===== src/rtl/divider_ss.sv =====
// Iterative restoring unsigned divider, one quotient bit per BUSY cycle, valid/ready result hand-off.
// Optional macro DIV_EARLY_EXIT_EN: finish after one BUSY cycle when b==0 or a<b (data-dependent timing).
module divider_ss #(
    parameter int WIDTH = 8
) (
    input  logic             clk,
    input  logic             rst_n,
    input  logic             in_valid,
    output logic             in_ready,
    input  logic [WIDTH-1:0] a,
    input  logic [WIDTH-1:0] b,
    output logic             out_valid,
    input  logic             out_ready,
    output logic [WIDTH-1:0] q,
    output logic [WIDTH-1:0] r,
    output logic             div_by_zero
);

    localparam int CNT_W = $clog2(WIDTH) + 1;

    typedef enum logic [1:0] {
        S_IDLE,
        S_BUSY,
        S_DONE
    } state_t;

    state_t           r_state;
    state_t           w_state_nxt;
    logic [WIDTH-1:0] r_quo;
    logic [WIDTH-1:0] r_b;
    logic [WIDTH-1:0] r_rem;
    logic [WIDTH-1:0] r_q;
    logic [WIDTH-1:0] r_r;
    logic [CNT_W-1:0] r_cnt;
    logic             r_dbz;

    logic [WIDTH:0]   w_trial;
    logic             w_borrow;
    logic [WIDTH-1:0] w_rem_nxt;
    logic [WIDTH-1:0] w_quo_nxt;
    logic             w_early;
    logic             w_last;

    // Partial remainder is kept WIDTH bits wide: it is always < b, and on a
    // borrow the shifted-out top bit is provably zero.
    always_comb begin
        w_trial   = {r_rem, r_quo[WIDTH-1]} - {1'b0, r_b};
        w_borrow  = w_trial[WIDTH];
        w_rem_nxt = w_borrow ? {r_rem[WIDTH-2:0], r_quo[WIDTH-1]} : w_trial[WIDTH-1:0];
        w_quo_nxt = {r_quo[WIDTH-2:0], ~w_borrow};
    end

`ifdef DIV_EARLY_EXIT_EN
    assign w_early = (r_cnt == '0) && ((r_b == '0) || (r_quo < r_b));
`else
    assign w_early = 1'b0;
`endif

    assign w_last = (r_cnt == CNT_W'(WIDTH - 1)) || w_early;

    always_ff @(posedge clk or negedge rst_n) begin
        if (!rst_n) begin
            r_state <= S_IDLE;
        end else begin
            r_state <= w_state_nxt;
        end
    end

    always_comb begin
        w_state_nxt = r_state;
        case (r_state)
            S_IDLE:  if (in_valid)  w_state_nxt = S_BUSY;
            S_BUSY:  if (w_last)    w_state_nxt = S_DONE;
            S_DONE:  if (out_ready) w_state_nxt = S_IDLE;
            default: w_state_nxt = S_IDLE;
        endcase
    end

    always_ff @(posedge clk or negedge rst_n) begin
        if (!rst_n) begin
            r_quo <= '0;
            r_b   <= '0;
            r_rem <= '0;
            r_cnt <= '0;
            r_dbz <= 1'b0;
            r_q   <= '0;
            r_r   <= '0;
        end else begin
            case (r_state)
                S_IDLE: begin
                    if (in_valid) begin
                        r_quo <= a;
                        r_b   <= b;
                        r_rem <= '0;
                        r_cnt <= '0;
                        r_dbz <= (b == '0);
                    end
                end
                S_BUSY: begin
                    r_quo <= w_quo_nxt;
                    r_rem <= w_rem_nxt;
                    r_cnt <= r_cnt + CNT_W'(1);
                    // Result registers load on the final step so q/r survive the next accept.
                    if (w_last) begin
                        if (w_early) begin
                            r_q <= (r_b == '0) ? '1 : '0;
                            r_r <= r_quo;
                        end else begin
                            r_q <= w_quo_nxt;
                            r_r <= w_rem_nxt;
                        end
                    end
                end
                default: ;
            endcase
        end
    end

    assign in_ready    = (r_state == S_IDLE);
    assign out_valid   = (r_state == S_DONE);
    assign q           = r_q;
    assign r           = r_r;
    assign div_by_zero = r_dbz;

endmodule


===== config.mk =====
export PLATFORM = sky130hd
export DESIGN_NAME = divider_ss
export DESIGN_NICKNAME = d
export VERILOG_FILES = /design/src/rtl/divider_ss.sv
export SDC_FILE = /design/constraint.sdc
export NUM_CORES = 1
export LEC_CHECK = 0
export BUFFER_PORTS_ARGS = -buffer_cell sky130_fd_sc_hd__buf_4
export CAP_MARGIN = 20
export CORE_ASPECT_RATIO = 1.5
export CORE_MARGIN = 3
export CORE_UTILIZATION = 50
export DETAILED_ROUTE_END_ITERATION = 7
export GPL_TIMING_DRIVEN = 0
export MAX_ROUTING_LAYER = met4
export PLACE_DENSITY = 0.79
export SLEW_MARGIN = 20
export SYNTH_ARGS = -nofsm -noshare
export SYNTH_HDL_FRONTEND = slang
export SYNTH_SLANG_ARGS = --single-unit

===== constraint.sdc =====
create_clock -name clk -period 2.25 [get_ports clk]
set_clock_uncertainty 0.2 [all_clocks]
set_input_delay 0 -clock clk [delete_from_list [all_inputs] [get_ports clk]]
set_output_delay 0 -clock clk [all_outputs]
set_load 0.01 [all_outputs]

### Yosys cells after proc, flatten, opt, wreduce, memory -nomap -nowiden

Index checks and enable logic that the tools add are counted.

* register bits: 47
* input port bits: 20
* logic and storage cells: 35

* add/subtract/negate cells: 2
* equal/unequal tests: 6
* multiplexer cells: 11
* bitwise logic cells: 1
* reduce and logical (&&, ||, !) cells: 7

Operators by type and width (count)
* $pmux 8 s2: 2
* $mux 8: 3
* $sub 9x8->9: 1
* $logic_not 8->1: 1
* $pmux 4 s2: 1
* $mux 2: 3
* $pmux 2 s3: 1
* $reduce_and 2->1: 3
* $add 4x1->4 const B: 1
* $eq 4x3->1 const B: 1
* $mux 4: 1
* $ne 2x2->1 const B: 2
* $reduce_and 3->1: 1
* $eq 2x1->1 const B: 1
* $eq 2x2->1 const B: 1
* $logic_not 2->1: 1
* $ne 2x1->1 const B: 1
* $reduce_bool 2->1: 1
* $not 1->1: 1

### Logic depth before layout (Yosys ltp)

* word-level depth: 3
* depth in mapped cells: 10
* mapped depth without buffers: 9

### Least setup slack after synthesis

Ideal clock, no wire load.

* path type: reg-to-reg
* from: reg r_quo[7]
* to: reg r_r[1] (netlist: r[1])
* setup time: 0.133 ns
* arrival time: 2.096 ns
* setup slack: -0.179 ns
* stages on the path, launching flop included: 11
* buffers on the path: 1
* clock period less this slack: 2.429 ns
* cell sequence: dfrtp_1 > inv_1 > ha_1 > inv_1 > fa_1 > a211oi_2 > o211a_1 > o211a_4 > buf_6 > mux2i_1 > o21ai_1

* longest elaborated chain between the ends: 2

Ends and longest elaborated chain
* from (decl): line 29 `logic [WIDTH-1:0] r_quo;`
* from (signal assigned): line 100 `r_quo <= w_quo_nxt;`
* $sub 9x8->9: line 47 `w_trial = {r_rem, r_quo[WIDTH-1]} - {1'b0, r_b};`
* $mux 8: line 49 `w_rem_nxt = w_borrow ? {r_rem[WIDTH-2:0], r_quo[WIDTH-1]} : w_trial[WIDTH-1:0];`
* to (signal assigned): line 107 `r_r <= r_quo;`
* to (signal assigned): line 110 `r_r <= w_rem_nxt;`
* to (decl): line 33 `logic [WIDTH-1:0] r_r;`

No other way between the ends.
A chain may end at the register's enable or synchronous reset.

### Worst setup path after layout

* from: reg r_quo[7]
* to: reg r_rem[1]

* longest elaborated chain between the ends: 3

Ends and longest elaborated chain
* $sub 9x8->9: line 47
* $mux 8: line 49
* $pmux 8 s2: line 89 `case (r_state)`
* to (signal assigned): line 101 `r_rem <= w_rem_nxt;`
* to (decl): line 31 `logic [WIDTH-1:0] r_rem;`

No other way between the ends.

==> run metrics <==
status finished with violations; fill count 348; CTS tree yes; VDD IR max 1.37 mV; static leakage 0.00152 uW; synthesized netlist cell count 266; pin count of the biggest net entering global routing 48; CP arrival 2520 ps; r2r setup slk -300 ps; worst min path class in -> reg; CORE AREA 4580 um^2; H-tree Lvls 2; CP endpoint kind register; area of the multi-input gates 1230 um^2; GPL Wtd Cong 0.846; DP Wirelength 4250 um; Critical path buffers and inverters 3; cell mode on critical path inv_2; Final Hold Vio Count 0; first-pass GRT wire length 10,500 um; CP max FO 5; post-layout minimum cycle time 2550 ps; first-pass iteration count of the detailed router 4; Layout area overhead 35.1%; Rows 30; Iteration-0 DRC Markers 125; Final setup viols 17; Syn. warnings 0; sequential share of the synthesized area 48.8%; Root Driver clkbuf_8; GR Overflow Total 0; startpoint class of the critical path register; CTS Sinks 47; Seq cells post-synth 47; die area 5710 um^2; GRT Overall Usage 23.9%; # port buffers 38; sequential cell area 1180 um^2; Nets 367; post-route setup TNS -3890 ps; Clk Latency, worst-skew pair 310 ps; CTS max path bufs 2; Max Slew Vio Count 0; Boundary Pins 39; FF-to-FF End r_rem[1]; Peak Freq 392 MHz; CP cell instances inv_2, ha_4, inv_2, fa_2, a211oi_4, o211a_1, o211a_4, buf_12, mux2i_4, o21ai_1; Worst Setup EP r_rem[1]; Max-Cap Viols 0; Tcrit/Tclk final 113%; die height 91.1 um; vias post-DR 2,153; Netlist Area Pre-Place 2410 um^2; number of routed nets with antenna violations 0; total CTS buffers 5; syn_area_per_cell 9.07 um^2; Max stage delay on crit path 380 ps; Die Wd 62.7 um; Worst-path clk slew 100 ps; vias in the first global route 2,240; routed vias/inst 5.36; Worst Tran Pin Value 605 ps; Slew headroom 59.6%; residual DRC count 0; CP Class reg -> reg; number of inserted diodes 0; Hold WS 30.8 ps; initial antenna violation count 0; DP Worst Slack -386 ps; Setup WS post-layout -299 ps; synthesized net count 296; WP depth 10; WL/cell 15.4 um; Netlist cell types 39; Crit path required time 2220 ps; Cell Pwr Density 1940 nW/um^2; share of cells above drive strength 1 21.9%; Detailed Route WL 6200 um; CP delay by family, top compound AO/OA/AOI/OAI gates; RR Startpoint r_quo[7]; CP max-delay cell dfrtp_1; timing startpoint of the critical path r_quo[7]; effective utilization at floorplan 52.7%; R2R depth 10; setup repair after global routing missed its margin yes; failing checks setup timing
==> worst reg2reg max path, delay by kind of cell (launching register included) <==
family / cells / cell delay [ps]
AO/OA/AOI/OAI: 4 / 810
adder cells (fa/ha/maj): 2 / 500
buffers and inverters: 3 / 270
flip-flops: 1 / 380
multiplexers: 1 / 260
==> placed cells by master (no fill, tap or decap), types with 3 or more instances in the layout <==
cell           netlist  layout
inv_1               11       9
a31oi_1              7       7
o211ai_1             4       4
ha_1                 9       8
dlygate4sd3_1        0      18
o21ai_1              8       7
clkbuf_8             0       6
nand2_1             65      64
mux2i_4              0       4
clkbuf_1            11      11
nor2_1              16      16
nor3_1               3       3
buf_6                1       4
a21oi_1              6       6
nand3_1             12      12
nand2b_1             4       4
buf_4                0      42
a21o_1               3       3
o21ai_2              2       3
o21ai_0             21      21
dfrtp_1             47      47
xor2_1               5       5
==> power breakdown <==
part	internal (uW)	switching (uW)	total, uW
Clock	366	305	671
Sequential	1260	306	1570
Combinational	1970	2120	4090
==> stage by stage <==
stage	area, um^2	instances	utilization [%]	power [uW]
5_1_grt	3260	402	71.2	6790
3_3_place_gp	2790	368	61.0	4530
6_report	3260	402	71.2	6330
4_1_cts	3270	402	71.4	6380
3_5_place_dp	2790	368	61.0	4660
2_1_floorplan	2430	266	-	3740
==> layer usage <==
layer	up-vias	track usage, %	share of wire, %
li1	1047	-	-
met1	1049	26.4	39
met2	47	42.5	56
met3	10	3.96	3.6
met4	0	9.76	2.0
met5	-	-	0
==> what timing repair did <==
item | 4_1_cts | 5_1_grt
gates cloned | 1 | 0
gates resized for setup | 18 | 3
pin swaps | 6 | 6
endpoints found under the setup margin | 17 | 18
hold buffers | 18 | 0
hold endpoints to repair | 65 | 0
buffers inserted | 7 | 2
==> Yosys cell counts, drive strengths merged <==
| cell type | count | area share, % |
|---|---|---|
| nand2 | 65 | 10 |
| dfrtp | 47 | 49 |
| o21ai | 31 | 6.7 |
| nor2 | 16 | 2.5 |
| nand3 | 12 | 2.5 |
| clkbuf | 11 | 1.7 |
| inv | 11 | 1.7 |
| ha | 9 | 4.7 |
| a31oi | 7 | 1.8 |
| a21oi | 6 | 1.2 |
| mux2i | 6 | 2.5 |
| o211ai | 5 | 1.8 |
| xor2 | 5 | 1.8 |
| nand2b | 4 | 1.0 |
| a211oi | 3 | 1.1 |
| a21o | 3 | 0.93 |
| nor3 | 3 | 0.62 |
| and2 | 2 | 0.52 |
| buf | 2 | 0.67 |
| nor2b | 2 | 0.52 |
| nor4 | 2 | 0.52 |
| o211a | 2 | 1.1 |
| or3 | 2 | 0.52 |
| a211o | 1 | 0.36 |
| a22oi | 1 | 0.31 |
| a2bb2oi | 1 | 0.36 |
| fa | 1 | 0.83 |
| mux2 | 1 | 0.62 |
| nand3b | 1 | 0.31 |
| nand4b | 1 | 0.36 |
| o2111a | 1 | 0.47 |
| o2111ai | 1 | 0.62 |
| or4 | 1 | 0.31 |
==> sequential cells by signal (all words and copies together), names as in the netlist <==
name / count
r_quo: 8
r_b: 8
r: 8
q: 8
r_rem: 8
r_state: 2
r_cnt: 4
div_by_zero: 1
==> area by class of cell <==
class                   instances  area share, %
clock buffers                   6           2.53
inverters                      11           1.27
flip-flops and latches         47           36.1
plain buffers                  13           2.03
repair buffers                 64           16.6
well taps                      64           2.46
multi-input cells             195           37.9
clock inverters                 2           1.19
==> worst min-delay path by stage <==
stage	start	endpoint	slack, ps	depth (start not counted)
5_1_grt	in_valid	r_quo[4]	60	4
4_1_cts	in_valid	r_quo[4]	20	4
3_5_place_dp	rst_n	q[5]	-150	1
6_report	in_valid	r_quo[4]	30	4
2_1_floorplan	rst_n	div_by_zero	-500	0
3_3_place_gp	rst_n	r[6]	-150	1
==> cell families (layout without fill, tap and decap cells) <==
group | count (synthesis) | count (layout) | synth area share, %
XOR/XNOR | 5 | 5 | 1.82
buffers and inverters | 24 | 96 | 4.10
multiplexers | 7 | 7 | 3.11
AO/OA/AOI/OAI | 62 | 62 | 16.9
adder cells (fa/ha/maj) | 10 | 10 | 5.50
AND/OR/NAND/NOR | 111 | 111 | 19.8
flip-flops | 47 | 47 | 48.8
Note: power is estimated with default switching activity, not from simulation.
